==> src/rtl/wf8_regfile_pkg.sv <==
//==== wf8_regfile_pkg -- shared types for the WF8 register file ====== rev 1.0 ====
`default_nettype none

package wf8_regfile_pkg;

  localparam int DEF_BIT_COUNT = 8;
  localparam int DEF_REG_COUNT = 8;
  localparam int DEF_SP_RESET  = 'hFF;

  typedef logic [$clog2(DEF_REG_COUNT)-1:0] reg_addr_t;

  typedef enum logic [1:0] {
    SP_NOP  = 2'd0,
    SP_PUSH = 2'd1,
    SP_POP  = 2'd2,
    SP_LOAD = 2'd3
  } sp_op_e;

  // Load dominates; simultaneous push and pop cancel out to a no-op.
  function automatic sp_op_e decode_sp_op(input logic load, input logic push, input logic pop);
    if (load)             return SP_LOAD;
    else if (push && !pop) return SP_PUSH;
    else if (pop && !push) return SP_POP;
    else                   return SP_NOP;
  endfunction

endpackage

`default_nettype wire

==> src/rtl/register_file_sp_sp_counter.sv <==
//==== sp_counter -- saturating stack pointer with sticky flags ====== rev 1.0 ====
`default_nettype none

module sp_counter
  import wf8_regfile_pkg::*;
#(
  parameter int                   BIT_COUNT = DEF_BIT_COUNT,
  parameter logic [BIT_COUNT-1:0] SP_RESET  = BIT_COUNT'(DEF_SP_RESET)
) (
  input  logic                 clk,
  input  logic                 rst_n,
  input  sp_op_e               op,
  input  logic [BIT_COUNT-1:0] load_data,
  input  logic                 flag_clr,
  output logic [BIT_COUNT-1:0] sp,
  output logic                 overflow,
  output logic                 underflow
);

  logic [BIT_COUNT-1:0] sp_next;
  logic                 set_ovf;
  logic                 set_unf;

  always_comb begin
    sp_next = sp;
    set_ovf = 1'b0;
    set_unf = 1'b0;
    unique case (op)
      SP_LOAD: sp_next = load_data;
      SP_PUSH: begin
        if (sp == '0) set_ovf = 1'b1;
        else          sp_next = sp - BIT_COUNT'(1);
      end
      SP_POP: begin
        if (sp == SP_RESET) set_unf = 1'b1;
        else                sp_next = sp + BIT_COUNT'(1);
      end
      default: ;
    endcase
  end

  // A flag set in the same cycle as a clear must survive.
  always_ff @(posedge clk or negedge rst_n) begin
    if (!rst_n) begin
      sp        <= SP_RESET;
      overflow  <= 1'b0;
      underflow <= 1'b0;
    end else begin
      sp        <= sp_next;
      overflow  <= set_ovf | (overflow  & ~flag_clr);
      underflow <= set_unf | (underflow & ~flag_clr);
    end
  end

endmodule

`default_nettype wire

==> src/rtl/register_file_sp.sv <==
//==== register_file_sp -- 2R/1W register file with bypass and stack pointer == rev 1.0 ==
`default_nettype none

module register_file_sp
  import wf8_regfile_pkg::*;
#(
  parameter int                   BIT_COUNT = DEF_BIT_COUNT,
  parameter int                   REG_COUNT = DEF_REG_COUNT,
  parameter int                   ZERO_REG  = 0,
  parameter logic [BIT_COUNT-1:0] SP_RESET  = BIT_COUNT'(DEF_SP_RESET)
) (
  input  logic                         clk,
  input  logic                         rst_n,
  input  logic                         we,
  input  logic [$clog2(REG_COUNT)-1:0] waddr,
  input  logic [BIT_COUNT-1:0]         wdata,
  input  logic [$clog2(REG_COUNT)-1:0] raddr_a,
  input  logic [$clog2(REG_COUNT)-1:0] raddr_b,
  output logic [BIT_COUNT-1:0]         rdata_a,
  output logic [BIT_COUNT-1:0]         rdata_b,
  input  logic                         sp_push,
  input  logic                         sp_pop,
  input  logic                         sp_load,
  output logic [BIT_COUNT-1:0]         sp,
  output logic                         sp_overflow,
  output logic                         sp_underflow,
  input  logic                         sp_flag_clr
);

  logic [BIT_COUNT-1:0] regs [REG_COUNT];
  logic                 write_ok;
  sp_op_e               sp_op;

  // Writes to r0 are discarded when it is hardwired, so r0 stays at its reset value of 0.
  assign write_ok = we && !((ZERO_REG != 0) && (waddr == '0));

  always_ff @(posedge clk or negedge rst_n) begin
    if (!rst_n) begin
      for (int i = 0; i < REG_COUNT; i++) regs[i] <= '0;
    end else if (write_ok) begin
      regs[waddr] <= wdata;
    end
  end

  assign rdata_a = (write_ok && (waddr == raddr_a)) ? wdata : regs[raddr_a];
  assign rdata_b = (write_ok && (waddr == raddr_b)) ? wdata : regs[raddr_b];

  assign sp_op = decode_sp_op(sp_load, sp_push, sp_pop);

  sp_counter #(
    .BIT_COUNT (BIT_COUNT),
    .SP_RESET  (SP_RESET)
  ) u_sp_counter (
    .clk       (clk),
    .rst_n     (rst_n),
    .op        (sp_op),
    .load_data (wdata),
    .flag_clr  (sp_flag_clr),
    .sp        (sp),
    .overflow  (sp_overflow),
    .underflow (sp_underflow)
  );

endmodule

`default_nettype wire

==> config.mk <==
export PLATFORM = sky130hd
export DESIGN_NAME = register_file_sp
export DESIGN_NICKNAME = d
export VERILOG_FILES = /design/src/rtl/wf8_regfile_pkg.sv /design/src/rtl/register_file_sp_sp_counter.sv /design/src/rtl/register_file_sp.sv
export SDC_FILE = /design/constraint.sdc
export NUM_CORES = 1
export LEC_CHECK = 0
export CAP_MARGIN = 20
export CORE_MARGIN = 2
export CORE_UTILIZATION = 62
export CTS_CLUSTER_SIZE = 14
export DETAILED_ROUTE_END_ITERATION = 16
export MAX_ROUTING_LAYER = met4
export PLACE_DENSITY = 0.89
export SLEW_MARGIN = 5
export SYNTH_ARGS = -nofsm -noshare
export SYNTH_HDL_FRONTEND = slang
export SYNTH_HIERARCHICAL = 1
export SYNTH_SLANG_ARGS = --single-unit
export TNS_END_PERCENT = 100
==> constraint.sdc <==
create_clock -name clk -period 4.2 [get_ports clk]
set_input_delay 0.42 -clock clk [delete_from_list [all_inputs] [get_ports clk]]
set_output_delay 0.42 -clock clk [all_outputs]
set_load 0.05 [all_outputs]
==> results of run 1 <==
kinds of logic after synthesis:
| logic type | count (synthesis) | share of synthesized area |
|---|---|---|
| compound gates | 32 | 0.0455 |
| xor+xnor | 9 | 0.0168 |
| fa+ha+maj | 11 | 0.0309 |
| buf+inv | 33 | 0.0439 |
| flops | 74 | 0.396 |
| mux | 132 | 0.408 |
| simple gates | 43 | 0.0583 |
power groups by stage:
stage	registers (mW)	clock network, mW	logic, mW
6_report	1.08	0.618	1.25
5_1_grt	1.10	0.653	1.33
4_1_cts	1.08	0.622	1.25
3_5_place_dp	1.09	0	1.24
3_3_place_gp	1.07	0	1.19
2_1_floorplan	1.15	0	0.823
how the worst max path moves through the flow:
| stage | start | to | slack, ns |
|---|---|---|---|
| after floorplan | sp_pop | u_sp_counter/sp[7] | 1.62 |
| after global placement | raddr_b[0] | rdata_b[5] | 0.76 |
| after detailed placement | raddr_b[0] | rdata_b[6] | 0.72 |
| after CTS | raddr_a[0] | rdata_a[2] | 0.71 |
| after global routing | raddr_a[0] | rdata_a[7] | 0.66 |
| final | raddr_a[0] | rdata_a[2] | 0.72 |
state kept, by name (all words and copies together) (netlist names):
signal                  cells
u_sp_counter/underflow      1
u_sp_counter/sp             8
regs                       64
u_sp_counter/overflow       1
layer usage:
layer | vias to the layer above | share of wire
li1 | 1382 | -
met1 | 1657 | 0.41
met2 | 158 | 0.50
met3 | 25 | 0.065
met4 | 0 | 0.023
met5 | - | 0
worst max-delay path, cell delays in order:
cell and delay [ns]:
clkdlybuf4s50_1 0.46, buf_4 0.31, mux4_1 0.60, mux2_2 0.29
mux2_2 0.27, clkdlybuf4s50_1 0.70
cell usage after synthesis, types with 2 or more instances:
library cell,number
mux2_2,95
dfrtp_1,66
mux4_1,18
mux4_2,14
o21ai_0,11
ha_1,10
nand2_1,10
a21oi_1,9
inv_1,9
buf_1,8
dfstp_2,8
xnor2_1,8
nor2_1,6
clkbuf_1,5
buf_2,4
nand4_1,4
nand4b_1,4
a21o_1,3
buf_6,3
mux2i_1,3
nand2b_1,3
buf_12,2
buf_8,2
mux2_4,2
nor2b_1,2
nor3_2,2
nor3b_1,2
nor3b_2,2
metrics by stage:
stage / setup WS (ns) / util / hold slack, ns
final: 0.717 / 0.744 / 0.128
after detailed placement: 0.724 / 0.714 / 0.512
after global placement: 0.761 / 0.714 / 0.496
after global routing: 0.659 / 0.744 / 0.169
after floorplan: 1.62 / - / 0.124
after CTS: 0.706 / 0.744 / 0.143
area by class of cell:
cell class	instances	area, um^2	area share
inverters	9	33.8	0.00622
well taps	99	124	0.0228
flip-flops and latches	74	1860	0.343
repair buffers	59	561	0.103
clock inverters	6	90.1	0.0166
multi-input cells	227	2630	0.485
clock buffers	10	128	0.0235
==> flow_metrics.py, run 1 <==
metrics = {
    "status": {
        "status": "complete, no violations",
    },
    "power_and_ir_drop": {
        "power.internal_mw": 1.84,
        "p_per_area_nw_per_um2": 543,
        "seqPwrFrac": 0.367,
        "power.switching_mw": 1.11,
        "peakVddDrop_v": 0.000414,
        "p_clk_frac": 0.210,
        "leakage_nw": 2.23,
        "power_frac_comb": 0.424,
        "power_mw": 2.95,
        "swShare": 0.375,
    },
    "drt": {
        "wl_per_cell_um": 23.3,
        "drtIter0Drc": 216,
        "routed_wl_um": 11300,
        "first_pass_iters": 4,
        "vias": 3222,
        "via_per_inst": 6.66,
        "drc": 0,
        "final_antenna_net_count": 0,
    },
    "cells_and_area": {
        "layout-drive-gt1-share": 0.397,
        "final_nets": 415,
        "nFillCells": 478,
        "antenna_cells": 0,
        "final_cell_mix": "mux2_2 (95), dfrtp_1 (66), clkdlybuf4s50_1 (48)",
        "fin_cells": 484,
        "layout_commonest_cell": "mux2_2",
        "syn_to_final_growth_pct": 15.5,
        "final_area_um2": 5430,
    },
    "die": {
        "die_area_um2": 8290,
        "io-pin-count": 50,
        "die_y_um": 91.1,
        "initial_utilization": 0.644,
        "die_x_um": 91.1,
        "num_rows": 31,
        "core_area_um2": 7290,
    },
    "global_route": {
        "grt_util_met3": 0.0697,
        "overflow": 0,
        "grt_pass1_wl_um": 18300,
        "antenna_found_initial": 0,
        "grt_util_all_layers": 0.299,
        "busiest_layer": "met2",
        "grt.met2_usage": 0.481,
        "use_met1": 0.374,
        "grt_max_degree": 43,
        "grt_pass1_vias": 3450,
    },
    "worst_setup_path": {
        "startpoint_type": "primary input",
        "critPathMaxFanout": 17,
        "r2r-end": "u_sp_counter/sp[7]",
        "cp-end-kind": "output pin",
        "crit_required_ns": 3.78,
        "rrSetupSlack_ns": 1.96,
        "arrival_ns": 3.06,
        "rr_startpoint": "u_sp_counter/sp[4]",
        "crit_type": "primary input to output pin",
        "worstRegToRegCells": 6,
    },
    "clocking": {
        "holdBufCountCts": 0,
        "cts_max_level": 3,
        "cts_tree": "built",
        "cts_buffer_depth": 2,
        "numCtsBuffers": 9,
        "postCtsSetupBuffers": 0,
        "clock_latency_ns": 0.35,
        "cts_root_buf": "clkbuf_8",
        "cts_resized": 0,
        "clock-sinks": 74,
        "path_clk_slew_ns": 0.08,
    },
    "yosys": {
        "syn_avg_cell_area_um2": 14.1,
        "synthFlopType": "dfrtp_1",
        "synth-seq-cells": 74,
        "netlist_top_cells_area": "dfrtp_1 (35%), mux2_2 (23%), mux4_1 (10%), mux4_2 (6.7%), dfstp_2 (4.5%)",
        "synth_cell_types": 47,
        "yosysWarningCount": 6,
        "syn_nets": 369,
        "yosysTopAreaCell": "dfrtp_1",
        "syn-cell-area_um2": 4700,
        "yosysSeqAreaShare": 0.396,
        "synth.top_cell.area_share": 0.352,
        "synthArstFlopShare": 1.00,
        "synth_edf_count": 0,
        "synthCells": 334,
    },
    "sta": {
        "slew_headroom": 0.369,
        "fin_skew_ns": 0.0104,
        "tns_ns": 0,
        "worst-slew-pin-transition_ns": 0.942,
        "setup_viol": 0,
        "layout_min_cycle_time_ns": 3.48,
        "min_period_over_period": 0.829,
        "slew_viol_final": 0,
        "hold_viol_final": 0,
        "fmax_ghz": 0.287,
        "rsz0062_at_grt": "no",
    },
    "place": {
        "hpwl_um": 7860,
        "placed_cells": 468,
        "io_buffer_count": 49,
        "gp_congestion": 0.858,
        "placed_cell_area_um2": 5210,
    },
    "worst_hold_path": {
        "hold_path.class": "primary input to asynchronous set/reset pin",
    },
    "flow_run": {
        "cap_violations": 0,
    },
}
No activity file was read; power rests on OpenSTA's default activity.
==> run 2: changes to the inputs <==
--- a/config.mk
+++ b/config.mk
@@ -7,11 +7,11 @@
 export LEC_CHECK = 0
 export CAP_MARGIN = 20
 export CORE_MARGIN = 2
-export CORE_UTILIZATION = 62
+export CORE_UTILIZATION = 57
 export CTS_CLUSTER_SIZE = 14
 export DETAILED_ROUTE_END_ITERATION = 16
 export MAX_ROUTING_LAYER = met4
-export PLACE_DENSITY = 0.89
+export PLACE_DENSITY = 0.83
 export SLEW_MARGIN = 5
 export SYNTH_ARGS = -nofsm -noshare
 export SYNTH_HDL_FRONTEND = slang
==> constraint.sdc (replaced) <==
create_clock -name clk -period 3.3 [get_ports clk]
set_input_delay 0.33 -clock clk [delete_from_list [all_inputs] [get_ports clk]]
set_output_delay 0.33 -clock clk [all_outputs]
set_load 0.05 [all_outputs]
==> run 2 against run 1 <==
Compared with the run above: hold slack worse by 0.046 ns; first-iteration DRC count is 20% lower; die area is 8.4% higher; sequential share of layout area is 0.055 points higher; register-to-register slack worse by 0.83 ns; clock skew is 0.0060 ns lower; sequential power is 26% higher; worst setup slack worse by 0.20 ns; clock power is 5.8% higher; wire length is 5.8% lower.
==> flow_metrics.py, run 2 (synthesis results as in run 1) <==
metrics = {
    "clocking": {
        "holdBufCountCts": 0,
        "cts_max_level": 3,
        "cts_buffer_depth": 2,
        "clock-sinks": 74,
        "path_clk_slew_ns": 0.09,
        "cts_tree": "built",
        "cts_resized": 0,
        "clock_latency_ns": 0.35,
        "numCtsBuffers": 9,
        "cts_root_buf": "clkbuf_8",
        "postCtsSetupBuffers": 0,
    },
    "worst_setup_path": {
        "cp_top_family": "multiplexers",
        "path_cells": "clkdlybuf4s50_1 -> buf_12 -> mux4_1 -> mux2_2 -> mux2_2 -> buf_4",
        "path_buf_inv": 3,
        "startpoint_type": "primary input",
        "cp-end-kind": "output pin",
        "arrival_ns": 2.45,
        "crit_slowest_cell": "mux4_1",
        "rrSetupSlack_ns": 1.13,
        "r2r-end": "u_sp_counter/sp[7]",
        "crit_path_frequent_cell": "mux2_2",
        "crit_required_ns": 2.97,
        "cpPeakStageDelay_ns": 0.63,
        "crit_type": "primary input to output pin",
        "rr_startpoint": "u_sp_counter/sp[1]",
        "worstRegToRegCells": 6,
        "critPathMaxFanout": 17,
    },
    "place": {
        "pre_cts_ws_ns": 0.257,
        "hpwl_um": 7420,
        "gp_congestion": 0.918,
        "io_buffer_count": 49,
        "placed_cell_area_um2": 5240,
    },
    "cells_and_area": {
        "antenna_cells": 0,
        "nFillCells": 580,
        "final_area_um2": 5420,
        "layout-drive-gt1-share": 0.446,
        "final_nets": 418,
        "top_regs": "regs (64), u_sp_counter/sp (8)",
        "multi_input_area_um2": 2630,
        "final_cell_mix": "mux2_2 (95), dfrtp_1 (66), clkdlybuf4s50_1 (32)",
        "ff_latch_area_um2": 1860,
        "regMostFlops": "regs",
        "layout_commonest_cell": "mux2_2",
        "syn_to_final_growth_pct": 15.3,
        "largest_reg_flops": 64,
    },
    "sta": {
        "fin_skew_ns": 0.00433,
        "worst-slew-pin-transition_ns": 0.947,
        "rsz0062_at_grt": "no",
        "setup_viol": 0,
        "fin_ws_ns": 0.517,
        "layout_min_cycle_time_ns": 2.78,
        "tns_ns": 0,
        "fmax_ghz": 0.359,
        "slew_headroom": 0.365,
        "min_period_over_period": 0.843,
        "slew_viol_final": 0,
        "hold_viol_final": 0,
    },
    "die": {
        "core_area_um2": 8090,
        "initial_utilization": 0.581,
        "die_y_um": 94.8,
        "die_x_um": 94.8,
        "num_rows": 33,
        "io-pin-count": 50,
        "die_area_um2": 8990,
    },
    "worst_hold_path": {
        "hold_path.class": "primary input to asynchronous set/reset pin",
    },
    "flow_run": {
        "cap_violations": 0,
    },
    "drt": {
        "routed_wl_um": 10600,
        "drtIter0Drc": 172,
        "vias": 3074,
        "via_per_inst": 6.24,
        "final_antenna_net_count": 0,
        "wl_per_cell_um": 21.5,
        "drc": 0,
        "first_pass_iters": 4,
    },
    "power_and_ir_drop": {
        "p_per_area_nw_per_um2": 661,
        "leakage_nw": 2.26,
        "peakVddDrop_v": 0.000532,
    },
    "global_route": {
        "grt_max_degree": 40,
        "overflow": 0,
        "grt_pass1_wl_um": 16900,
        "grt_pass1_vias": 3203,
        "grt_util_all_layers": 0.265,
        "antenna_found_initial": 0,
    },
    "status": {
        "status": "complete, no violations",
    },
}
run 2: metrics by stage:
| stage | power [mW] | std cells | hold slack (ns) | util |
|---|---|---|---|---|
| finish | 3.58 | 493 | 0.0817 | 0.670 |
| CTS | 3.60 | 493 | 0.105 | 0.670 |
| detailed placement | 2.94 | 477 | 0.489 | 0.647 |
| floorplan | 2.51 | 334 | 0.0344 | - |
| global route | 3.78 | 493 | 0.145 | 0.670 |
| global placement | 2.88 | 477 | 0.475 | 0.647 |
run 2: power breakdown:
part	total (mW)	leakage, nW	internal [mW]	switching [mW]
clock network	0.654	0.0833	0.283	0.371
logic	1.57	1.29	0.744	0.824
registers	1.36	0.880	1.16	0.203
total	3.58	2.26	2.18	1.40
run 2: cell type report:
type | instances | share of cell area
clock buffer | 9 | 0.0229
clock inverter | 7 | 0.0106
inverter | 9 | 0.00623
multi-input combinational | 227 | 0.485
sequential | 74 | 0.344
tap | 105 | 0.0242
timing repair buffer | 62 | 0.107
run 2: worst max-delay path by stage:
stage,cells after the start,startpoint,end
6_report,6,raddr_b[0],rdata_b[3]
5_1_grt,12,sp_pop,u_sp_counter/sp[7]
4_1_cts,6,raddr_b[0],rdata_b[3]
3_5_place_dp,11,sp_push,u_sp_counter/sp[7]
3_3_place_gp,12,sp_pop,u_sp_counter/sp[7]
2_1_floorplan,11,sp_pop,u_sp_counter/sp[7]
run 2: metal layers:
| metal | part of all wire | track usage |
|---|---|---|
| met5 | 0 | - |
| met4 | 0.014 | 0.100 |
| met3 | 0.059 | 0.0431 |
| met2 | 0.51 | 0.418 |
| met1 | 0.42 | 0.347 |
